==> src/rtl/pipe_pkg.sv <==
// Shared constants for the RV32I hazard/forwarding logic.
// Latency: n/a (constants and types only).
// Backpressure: n/a.
package pipe_pkg;

  // Operand-forward select encodings driven to the EX operand muxes
  localparam logic [1:0] FWD_RF  = 2'b00;  // value read from the register file
  localparam logic [1:0] FWD_WB  = 2'b01;  // result being written back this cycle
  localparam logic [1:0] FWD_MEM = 2'b10;  // ALU result sitting in the MEM stage

  // x0 is hard-wired to zero and must never be treated as a producer
  localparam int REG_X0 = 0;

  // Load-use stall controller states
  typedef enum logic {
    IDLE   = 1'b0,
    LSTALL = 1'b1
  } hzState_t;

endpackage

==> src/rtl/fwd_select.sv <==
// Operand-forward comparator for one EX source operand.
// Latency: purely combinational, zero cycles.
// Backpressure: none; the select is valid whenever its inputs are.
//
// Ports:
//   rsnE      - EX-stage source register number
//   rdnM      - destination tag of the instruction in MEM
//   RegWriteM - MEM instruction writes its rd
//   rdnW      - destination tag of the instruction in WB
//   RegWriteW - WB instruction writes its rd
//   fwdSel    - operand mux select (FWD_RF / FWD_WB / FWD_MEM)
module fwd_select
  import pipe_pkg::*;
#(
  parameter int REG_ADDR_W = 5
) (
  input  logic [REG_ADDR_W-1:0] rsnE,
  input  logic [REG_ADDR_W-1:0] rdnM,
  input  logic                  RegWriteM,
  input  logic [REG_ADDR_W-1:0] rdnW,
  input  logic                  RegWriteW,
  output logic [1:0]            fwdSel
);

  logic hitM;
  logic hitW;

  // A writer of x0 produces nothing architecturally visible, so it never matches
  assign hitM = RegWriteM && (rdnM != REG_ADDR_W'(REG_X0)) && (rdnM == rsnE);
  assign hitW = RegWriteW && (rdnW != REG_ADDR_W'(REG_X0)) && (rdnW == rsnE);

  // MEM holds the younger producer, so it wins over WB
  always_comb begin
    fwdSel = FWD_RF;
    if (hitM) begin
      fwdSel = FWD_MEM;
    end else if (hitW) begin
      fwdSel = FWD_WB;
    end
  end

endmodule

==> src/rtl/hazard_scoreboard.sv <==
// Hazard and forwarding control for the 5-stage RV32I pipeline.
// Latency: forward selects and stall/flush are combinational; shadow tags and stall FSM update each clk.
// Backpressure: raises StallF/StallD (+FlushE bubble) on load-use; a taken branch overrides any stall.
//
// Ports:
//   clk, rst               - pipeline clock, synchronous active-high reset
//   rs1nD, rs2nD           - decode-stage source register numbers
//   rs1nE, rs2nE, rdnE     - execute-stage register numbers from ID/EX
//   RegWriteE, ResultSrcE  - EX instruction writes rd / is a load
//   PCSrcE                 - branch or jump taken, resolved in EX
//   ForwardAE, ForwardBE   - EX operand mux selects
//   StallF, StallD         - hold PC / hold IF/ID
//   FlushD, FlushE         - clear IF/ID / clear ID/EX
module hazard_scoreboard
  import pipe_pkg::*;
#(
  parameter int LOAD_STALL_CYCLES = 1,  // legal range 1..7 (3-bit countdown)
  parameter int REG_ADDR_W        = 5
) (
  input  logic                  clk,
  input  logic                  rst,
  input  logic [REG_ADDR_W-1:0] rs1nD,
  input  logic [REG_ADDR_W-1:0] rs2nD,
  input  logic [REG_ADDR_W-1:0] rs1nE,
  input  logic [REG_ADDR_W-1:0] rs2nE,
  input  logic [REG_ADDR_W-1:0] rdnE,
  input  logic                  RegWriteE,
  input  logic                  ResultSrcE,
  input  logic                  PCSrcE,
  output logic [1:0]            ForwardAE,
  output logic [1:0]            ForwardBE,
  output logic                  StallF,
  output logic                  StallD,
  output logic                  FlushD,
  output logic                  FlushE
);

  localparam logic [2:0] CNT_LOAD = 3'(LOAD_STALL_CYCLES - 1);

  // Shadow copy of the MEM/WB destination tags
  logic [REG_ADDR_W-1:0] rdnM;
  logic [REG_ADDR_W-1:0] rdnW;
  logic                  RegWriteM;
  logic                  RegWriteW;

  // The EX instruction always advances (stalls only hold IF/ID), so the
  // shadow pipeline is never gated.
  always_ff @(posedge clk) begin
    if (rst) begin
      rdnM      <= '0;
      rdnW      <= '0;
      RegWriteM <= 1'b0;
      RegWriteW <= 1'b0;
    end else begin
      rdnM      <= rdnE;
      RegWriteM <= RegWriteE;
      rdnW      <= rdnM;
      RegWriteW <= RegWriteM;
    end
  end

  // Forwarding
  logic [1:0] fwdA;
  logic [1:0] fwdB;

  fwd_select #(.REG_ADDR_W(REG_ADDR_W)) uFwdA (
    .rsnE      (rs1nE),
    .rdnM      (rdnM),
    .RegWriteM (RegWriteM),
    .rdnW      (rdnW),
    .RegWriteW (RegWriteW),
    .fwdSel    (fwdA)
  );

  fwd_select #(.REG_ADDR_W(REG_ADDR_W)) uFwdB (
    .rsnE      (rs2nE),
    .rdnM      (rdnM),
    .RegWriteM (RegWriteM),
    .rdnW      (rdnW),
    .RegWriteW (RegWriteW),
    .fwdSel    (fwdB)
  );

  // Load-use detection: a load in EX whose rd is read by the decode instruction
  logic loadUse;
  assign loadUse = RegWriteE && ResultSrcE && (rdnE != REG_ADDR_W'(REG_X0)) &&
                   ((rdnE == rs1nD) || (rdnE == rs2nD));

  // Stall FSM. The first stall cycle is raised combinationally from IDLE;
  // LSTALL covers the remaining LOAD_STALL_CYCLES-1 cycles.
  hzState_t   state;
  hzState_t   stateNext;
  logic [2:0] cnt;
  logic [2:0] cntNext;

  always_ff @(posedge clk) begin
    if (rst) begin
      state <= IDLE;
      cnt   <= 3'd0;
    end else begin
      state <= stateNext;
      cnt   <= cntNext;
    end
  end

  always_comb begin
    stateNext = state;
    cntNext   = cnt;
    if (PCSrcE) begin
      // The instructions behind the taken branch are squashed, so the load
      // consumer no longer exists: abandon any stall in progress.
      stateNext = IDLE;
      cntNext   = 3'd0;
    end else begin
      case (state)
        IDLE: begin
          if (loadUse && (LOAD_STALL_CYCLES > 1)) begin
            stateNext = LSTALL;
            cntNext   = CNT_LOAD;
          end
        end
        LSTALL: begin
          if (cnt == 3'd1) begin
            stateNext = IDLE;
            cntNext   = 3'd0;
          end else begin
            cntNext = cnt - 3'd1;
          end
        end
        default: begin
          stateNext = IDLE;
          cntNext   = 3'd0;
        end
      endcase
    end
  end

  // Output stage: reset masks everything, a taken branch masks the stall
  logic stallRaw;
  assign stallRaw = (loadUse && (state == IDLE)) || (state == LSTALL);

  always_comb begin
    ForwardAE = FWD_RF;
    ForwardBE = FWD_RF;
    StallF    = 1'b0;
    StallD    = 1'b0;
    FlushD    = 1'b0;
    FlushE    = 1'b0;
    if (!rst) begin
      ForwardAE = fwdA;
      ForwardBE = fwdB;
      StallF    = stallRaw && !PCSrcE;
      StallD    = stallRaw && !PCSrcE;
      FlushD    = PCSrcE;
      // A stalled decode instruction must not also enter EX: bubble it
      FlushE    = (stallRaw && !PCSrcE) || PCSrcE;
    end
  end

endmodule

==> config.mk <==
export PLATFORM = sky130hd
export DESIGN_NAME = hazard_scoreboard
export DESIGN_NICKNAME = d
export VERILOG_FILES = /design/src/rtl/pipe_pkg.sv /design/src/rtl/fwd_select.sv /design/src/rtl/hazard_scoreboard.sv
export SDC_FILE = /design/constraint.sdc
export NUM_CORES = 1
export LEC_CHECK = 0
export BUFFER_PORTS_ARGS = -buffer_cell sky130_fd_sc_hd__clkbuf_2
export CAP_MARGIN = 40
export CORE_MARGIN = 2
export CORE_UTILIZATION = 51
export CTS_CLUSTER_SIZE = 8
export DETAILED_ROUTE_END_ITERATION = 6
export PLACE_DENSITY = 0.9
export SYNTH_ARGS = -nofsm -noshare
export SYNTH_HDL_FRONTEND = slang
export SYNTH_SLANG_ARGS = --single-unit
==> constraint.sdc <==
create_clock -name clk -period 4 [get_ports clk]
set_input_delay 0.4 -clock clk [delete_from_list [all_inputs] [get_ports clk]]
set_output_delay 0.4 -clock clk [all_outputs]
set_load 0.005 [all_outputs]
==> results.md, run 1 <==
* Worst clock skew at 0.00242 ns
* Largest net degree at the start of global routing at 22
* Final worst-path setup slack at 1.71 ns
* Peak VDD IR at 0.172 mV
* CTS root buffer: clkbuf_4
* Area growth from synthesis to layout at 24.5%
* Synthesized area at 972 um2
* Buffer count from post-CTS setup fixing at 0
* Register area at 320 um2
* Final antenna-violating net count at 0
* Asr flop ratio synth at 0%
* Vias per cell at 5.12
* Die H at 47.7 um
* Max transition margin at 74.5%
* Initial antenna violation count at 0
* Max stage delay on crit path at 0.55 ns
* Crit end category: output pin
* Gr usage total at 18.3%
* N_diodes at 0
* Layout Nets at 181
* Synth top area cells: dfxtp_1 33%, xor2_1 16%, xnor2_1 11%
* Max-Cap Viols at 0
* YS warnings at 0
* RSZ-0062 raised after global routing: no
* Initial core utilization at 55.1%
* Crit-path cells: or4_1, o21ai_2, nor3_2, nor4_2, clkbuf_2
* Fill cell count at 168
* Multi-input logic area at 626 um2
* Max Fclk at 0.437 GHz
* Post-CTS Resized at 0
* Top cells by count, synth: 18 x xor2_1, 16 x dfxtp_1, 13 x nor2b_1, 12 x xnor2_1, 8 x nor3_1
* Endpoints failing hold at 0
* CTS tree: done
* Crit path max-delay family: simple AND/OR/NAND/NOR gates
* DRC Markers at 0
* Crit start category: register
* Vias at 886
* Wire per inst at 11.3 um
* Critical Path AT at 1.89 ns
* Yosys top cell by area: dfxtp_1
* Reg clk slew, reported paths at 0.09 ns
* First-pass GRT wire length at 3020 um
* Gate Count Post-Synth at 110
* Yosys top cell area share at 32.9%
* Ys flop type: dfxtp_1
* Clk buf depth at 2
* Number of core rows at 15
* First-pass detailed-route iteration total at 3
* Final period utilization at 57.3%
* Final setup viols at 0
* CTS H-tree lvls at 1
* Sink Count at 16
* Vias in the first global route at 811
* Post-CTS Hold Buffers at 0
* Req. time, crit path at 3.60 ns
* Pre-CTS WS at 1.82 ns
* Syn_nets at 142
* Clk_lat worst skew at 0.28 ns
* Total gr overflow at 0
* Max-slew violations at 0
* Num CTS Buffers at 3
* Drt total wl at 1960 um
* CP max FO at 4
* Die width at 47.7 um
* LEAKAGE at 0.000536 uW
* WS Path Type: register to output pin
* HP Class: primary input to register
* DR iter-0 viols at 9
* Layout cells sized above 1 at 31.8%
* Fin Setup TNS at 0 ns
* Slowest stage cell, crit path: or4_1
* I/O pin total at 38
* Min cycle time layout at 2.29 ns
* Final HPWL DP at 1660 um
* Pwr dens at 281 nW/um2
* Worst Tran Pin Value at 0.382 ns
* Most common cell in the synthesized netlist: xor2_1
* GPL Wtd Cong at 0.877
* Post-synthesis sequential area ratio at 32.9%
* Core Area at 1760 um2
* Post-synthesis register bit count at 16
* Buf/Inv on CP at 1
* PortBufs at 37
* Avg Synthesized Cell Area at 8.84 um2
* Die Area at 2270 um2
* EDFF count, synth at 0
* Run status: finished clean
* Count of distinct cell types in the synthesized netlist at 28
-- per-stage QoR --
stage / power [uW] / instances / hold WS [ns] / util, % / instance area [um2]
after floorplan: 212 / 110 / 0.453 / - / 972
after global placement: 237 / 169 / 0.465 / 66.5 / 1170
after detailed placement: 240 / 169 / 0.482 / 66.5 / 1170
after CTS: 342 / 173 / 0.343 / 68.6 / 1210
after global routing: 354 / 173 / 0.364 / 68.6 / 1210
final: 340 / 173 / 0.348 / 68.6 / 1210
-- area by class of cell --
type	instances	area share, %
clock buffers	4	3.00
repair buffers	37	15.3
inverters	3	0.931
well taps	25	2.59
multi-input cells	88	51.7
flip-flops and latches	16	26.5
-- routing by layer --
layer  vias up  part of all wire [%]  track usage (%)
met4         0                     0             7.57
li1        445                     -                -
met5         -                     0                0
met3         0                   6.3                0
met1       405                    43             20.6
met2        36                    51             36.2
-- cells by family after synthesis --
| group | count (synthesis) | synth area share [%] |
|---|---|---|
| fa+ha+maj | 2 | 2.57 |
| mux | 1 | 1.16 |
| buf+inv | 6 | 2.70 |
| simple gates | 46 | 27.5 |
| xor+xnor | 30 | 27.0 |
| flops | 16 | 32.9 |
| compound gates | 9 | 6.05 |
-- worst paths after layout --
check,end,start,depth (start not counted),slack (ns)
max,ForwardBE[0],rdnM[1],5,1.71
min,RegWriteM,RegWriteE,2,0.35
max reg2reg,cnt[0],cnt[1],6,2.75
min reg2reg,RegWriteW,RegWriteM,1,0.50
-- layout by cell type, fill, tap and decap left out, types with 3 or more instances in the layout --
master,n
clkbuf_2,37
xor2_1,18
dfxtp_1,16
nor2b_1,13
xnor2_1,12
nor3_1,8
nand2_1,6
nand3_1,4
o21ai_1,4
or4_1,3
nor2_1,3
clkbuf_4,3
-- power breakdown --
part / internal [uW] / total, uW / switching, uW
clock network: 55.3 / 103 / 48.1
logic: 34.0 / 65.4 / 31.4
registers: 165 / 171 / 6.08
-- registers in the layout (all words and copies together) (netlist names) --
name	cells
rdnM	5
state	1
rdnW	5
cnt	3
RegWriteM	1
RegWriteW	1
(Power assumes the default switching activity.)
==> inputs of run 2 (changes only) <==
--- a/config.mk
+++ b/config.mk
@@ -8,10 +8,10 @@
 export BUFFER_PORTS_ARGS = -buffer_cell sky130_fd_sc_hd__clkbuf_2
 export CAP_MARGIN = 40
 export CORE_MARGIN = 2
-export CORE_UTILIZATION = 51
+export CORE_UTILIZATION = 47
 export CTS_CLUSTER_SIZE = 8
 export DETAILED_ROUTE_END_ITERATION = 6
-export PLACE_DENSITY = 0.9
+export PLACE_DENSITY = 0.85
 export SYNTH_ARGS = -nofsm -noshare
 export SYNTH_HDL_FRONTEND = slang
 export SYNTH_SLANG_ARGS = --single-unit
==> constraint.sdc (replaced) <==
create_clock -name clk -period 2.2 [get_ports clk]
set_input_delay 0.22 -clock clk [delete_from_list [all_inputs] [get_ports clk]]
set_output_delay 0.22 -clock clk [all_outputs]
set_load 0.005 [all_outputs]
==> run 2 against run 1 <==
Net effect:
- count of clock-buffer cells in the layout fell by 1
- sequential power rose by 82%
- global-route usage fell by 0.45 points
- clock power rose by 35%
- design area fell by 0.10%
- total power rose by 68%
- via count fell by 0.56%
- sequential share of layout area rose by 0.23 points
- critical path depth did not move
- largest cell class unchanged
==> results.md, run 2 (same netlist as run 1, synthesis figures left out) <==
* Run status: finished clean
* First-pass detailed-route iteration total at 4
* Min cycle time layout at 2.09 ns
* Core Area at 1960 um2
* Critical Path AT at 1.87 ns
* Vias at 881
* Sw Share at 25.3%
* Die H at 49.5 um
* Number of core rows at 16
* DRC Markers at 0
* Final HPWL DP at 1770 um
* Number of cells in the finished layout apart from fillers at 175
* Clk buf depth at 2
* PortBufs at 37
* Power share of the clock group at 24.4%
* CTS tree: done
* Clk_lat worst skew at 0.27 ns
* Reg clk slew, reported paths at 0.08 ns
* CTS root buffer: clkbuf_4
* Pre-CTS WS at 0.376 ns
* M1 WL at 800 um
* CTS H-tree lvls at 1
* NetSw at 145 uW
* Layout cells sized above 1 at 33.1%
* Peak VDD IR at 0.236 mV
* DR iter-0 viols at 7
* Final worst-path setup slack at 0.105 ns
* Internal Dissipation at 427 uW
* Num CTS Buffers at 3
* Vias per cell at 5.03
* Die width at 49.5 um
* Worst clock skew at 0.00592 ns
* Vias in the first global route at 830
* GPL Wtd Cong at 0.867
* Wire per inst at 11.7 um
* First-pass GRT wire length at 3390 um
* Placed cell count at 172
* Worst Tran Pin Value at 0.309 ns
* Crit start category: register
* Max-slew violations at 0
* Initial antenna violation count at 0
* Req. time, crit path at 1.98 ns
* Crit end category: output pin
* Final setup viols at 0
* I/O pin total at 38
* Gr usage total at 17.9%
* WS Path Type: register to output pin
* Pwr dens at 473 nW/um2
* Area growth from synthesis to layout at 24.3%
* Final period utilization at 95.2%
* DR WL met2 at 1080 um
* Largest regs: rdnM x5, rdnW x5, cnt x3
* Initial core utilization at 49.6%
* Max transition margin at 79.2%
* Placed inst area at 1180 um2
* Layout Nets at 182
* Max-Cap Viols at 0
* Die Area at 2450 um2
* Commonest cells after routing, fill and taps aside: 37 x clkbuf_2, 18 x xor2_1, 14 x dfxtp_1
* Drt total wl at 2040 um
* Hold depth at 2
* Final instance area at 1210 um2
* HP Class: primary input to register
* Uppermost layer routed: met4
* Met3 Wirelength at 151 um
* Final antenna-violating net count at 0
* Logic pwr share at 21.2%
* Max Fclk at 0.477 GHz
* Largest net degree at the start of global routing at 21
* Fin Setup TNS at 0 ns
* Total gr overflow at 0
* LEAKAGE at 0.000534 uW
* Post-CTS Hold Buffers at 0
* RSZ-0062 raised after global routing: no
* Sequential share of power at 54.4%
* Cells on worst reg2reg path at 6
* N_diodes at 0
* CP max FO at 3
* Sink Count at 16
* Most common cell after layout, fill and taps aside: clkbuf_2
* Endpoints failing hold at 0
[run 2: timing repair]
action,4_1_cts,5_1_grt
buffers inserted,0,0
gates resized for setup,0,2
endpoints found under the hold margin,0,0
endpoints found under the setup margin,0,1
[run 2: layout make-up]
| class | instances | area (um2) |
|---|---|---|
| Fill cell | 187 | 753 |
| Sequential cell | 16 | 323 |
| Timing Repair Buffer | 38 | 193 |
| Clock buffer | 3 | 22.5 |
| Tap cell | 27 | 33.8 |
| Inverter | 3 | 11.3 |
| Multi-Input combinational cell | 88 | 626 |
[run 2: final timing paths]
| check | slack, ns | end | from |
|---|---|---|---|
| max | 0.11 | ForwardBE[0] | rdnW[2] |
| max reg2reg | 1.00 | cnt[0] | cnt[1] |
| min | 0.16 | cnt[0] | PCSrcE |
| min reg2reg | 0.49 | RegWriteW | RegWriteM |
[run 2: critical path, stage by stage, from the launching register on]
cell and delay [ns]:
dfxtp_1 0.40, or4_1 0.13, o21ai_1 0.06, or4_1 0.57, nor4_2 0.29, clkbuf_2 0.15
[run 2: power groups by stage]
stage	clock network [uW]	logic [uW]	registers [uW]
final	139	121	311
after global routing	164	135	312
after CTS	148	122	311
after detailed placement	0	122	318
after global placement	0	116	317
after floorplan	0	69.9	315
[run 2: per-stage QoR]
step / power [uW] / hold slack, ns / util, %
after floorplan: 385 / 0.296 / -
after global placement: 433 / 0.446 / 60.3
after detailed placement: 439 / 0.455 / 60.3
after CTS: 581 / 0.149 / 61.5
after global routing: 611 / 0.159 / 61.6
final: 571 / 0.162 / 61.6
[run 2: metal layers]
layer  track usage (%)  vias up
met4              6.94        0
met1              19.0      393
li1                  -      446
met5                 0        -
met3              3.03        2
met2              34.7       40
==> inputs of run 3 (changes only) <==
--- a/config.mk
+++ b/config.mk
@@ -11,6 +11,7 @@
 export CORE_UTILIZATION = 47
 export CTS_CLUSTER_SIZE = 8
 export DETAILED_ROUTE_END_ITERATION = 6
+export MAX_ROUTING_LAYER = met4
 export PLACE_DENSITY = 0.85
 export SYNTH_ARGS = -nofsm -noshare
 export SYNTH_HDL_FRONTEND = slang
==> run 3 against run 2 <==
Net effect:
- die area did not move
- via count up 0.34%
- worst setup slack better by 0.00059 ns
- total power is essentially flat
- maximum frequency hardly changed
- combinational power hardly changed
- sequential power about the same
- first-iteration DRC count grew 14%
- critical endpoint unchanged
- highest routed layer unchanged
==> results.md, run 3 (same netlist as run 1, synthesis figures left out) <==
* Run status: finished clean
* Crit-path cells: or4_1, o21ai_1, or4_1, nor4_2, clkbuf_2
* Sequential share of power at 54.5%
* Fin Setup TNS at 0 ns
* Logic pwr share at 21.2%
* Reg2reg end: cnt[0]
* RR Startpoint: cnt[1]
* Max-slew violations at 0
* First-pass detailed-route iteration total at 4
* Clk buf depth at 2
* Buf/Inv on CP at 1
* Core Area at 1960 um2
* Sw Share at 25.3%
* Final HPWL DP at 1770 um
* GPL Wtd Cong at 0.881
* First-pass GRT wire length at 3390 um
* N_diodes at 0
* Worst Tran Pin Value at 0.309 ns
* DRC Markers at 0
* Die Area at 2450 um2
* Max stage delay on crit path at 0.57 ns
* Crit path max-delay family: simple AND/OR/NAND/NOR gates
* Vias at 884
* Req. time, crit path at 1.98 ns
* Gr usage total at 18.4%
* Area growth from synthesis to layout at 24.3%
* Initial core utilization at 49.6%
* Final period utilization at 95.2%
* Power share of the clock group at 24.3%
* NetSw at 145 uW
* GRT Max-Usage Layer: met2
* Min-delay src: PCSrcE
* Final setup viols at 0
* Commonest cells after routing, fill and taps aside: 37 x clkbuf_2, 18 x xor2_1, 14 x dfxtp_1
* Largest net degree at the start of global routing at 21
* Global Route met1 Usage at 19.0%
* I/O pin total at 38
* Met2 Track Usage GR at 34.7%
* CTS root buffer: clkbuf_4
* GRT met3 Usage at 3.03%
* Initial antenna violation count at 0
* Critical Path AT at 1.87 ns
* Largest regs: rdnM x5, rdnW x5, cnt x3
* LEAKAGE at 0.000534 uW
* DR iter-0 viols at 8
* Worst clock skew at 0.00643 ns
* Final instance area at 1210 um2
* Drt total wl at 2050 um
* Final antenna-violating net count at 0
* Peak VDD IR at 0.235 mV
* Vias per cell at 5.05
* CTS H-tree lvls at 1
* Total gr overflow at 0
* Internal Dissipation at 427 uW
* Clk_lat worst skew at 0.27 ns
* Buffer count from post-CTS setup fixing at 0
* Critical Path Sink: ForwardBE[0]
* Critical path depth at 5
* HP Class: primary input to register
* Post-CTS Hold Buffers at 0
* Crit end category: output pin
* Sink Count at 16
* Die width at 49.5 um
* Max Fclk at 0.477 GHz
* Placed inst area at 1180 um2
* Crit start category: register
* Min cycle time layout at 2.09 ns
* Crit path launch: rdnW[2]
* Die H at 49.5 um
* Endpoints failing hold at 0
* Max transition margin at 79.2%
* Pwr dens at 473 nW/um2
* Number of core rows at 16
* Final Core Density at 61.6%
* Wire per inst at 11.7 um
* Max-Cap Viols at 0
* PortBufs at 37
* Hold depth at 2
* CP max FO at 3
* WS Path Type: register to output pin
* Slowest stage cell, crit path: or4_1
* Layout cells sized above 1 at 33.1%
* Num CTS Buffers at 3
* RSZ-0062 raised after global routing: no
* CTS tree: done
* Top cell by count, worst path: or4_1
* R2R Setup Slk at 0.99 ns
* Layout Nets at 182
* Most common cell after layout, fill and taps aside: clkbuf_2
* Reg clk slew, reported paths at 0.08 ns
* Vias in the first global route at 827
* Cells on worst reg2reg path at 6
==> run 3: cell counts in the layout (fill, tap and decap cells not counted) <==
Identical to the previous run, type by type.
==> run 3: worst register-to-register path, delay by kind of cell, from the launching register on <==
family	cells	cell delay, ns
buffers and inverters	1	0.06
adders and majority gates	1	0.19
and+or+nand+nor	3	0.29
muxes	1	0.26
DFF	1	0.34
==> run 3: what timing repair did <==
item,4_1_cts,5_1_grt
setup endpoints to repair,0,1
endpoints found under the hold margin,0,0
resized for setup,0,2
==> run 3: metrics by stage <==
stage | setup slack (ns) | power, uW | instances | hold WS, ns
after detailed placement | 0.376 | 439 | 172 | 0.455
after global routing | 0.00215 | 611 | 175 | 0.159
after CTS | 0.0681 | 581 | 175 | 0.149
final | 0.106 | 571 | 175 | 0.165
after floorplan | 0.590 | 385 | 110 | 0.296
after global placement | 0.463 | 433 | 172 | 0.446
==> run 3: layout make-up <==
| cell class | instances | area, um2 |
|---|---|---|
| sequential | 16 | 323 |
| inverter | 3 | 11.3 |
| fill | 187 | 753 |
| multi-input combinational | 88 | 626 |
| tap | 27 | 33.8 |
| timing repair buffer | 38 | 193 |
| clock buffer | 3 | 22.5 |
==> run 3: how the worst min path moves through the flow <==
stage | end | slack (ns)
CTS | cnt[0] | 0.15
finish | cnt[0] | 0.17
global route | cnt[0] | 0.16
detailed placement | cnt[0] | 0.46
floorplan | cnt[0] | 0.30
global placement | cnt[0] | 0.45
==> run 3: per-layer routing <==
layer / routed length [um] / vias to the layer above
li1: - / 446
met1: 803 / 396
met2: 1080 / 40
met3: 152 / 2
met4: 14 / 0
met5: 0 / -
==> run 3: power groups by stage <==
stage / clock network [uW] / registers (uW) / logic, uW
finish: 139 / 311 / 121
floorplan: 0 / 315 / 69.9
global placement: 0 / 317 / 116
detailed placement: 0 / 318 / 122
CTS: 148 / 311 / 122
global route: 164 / 312 / 135
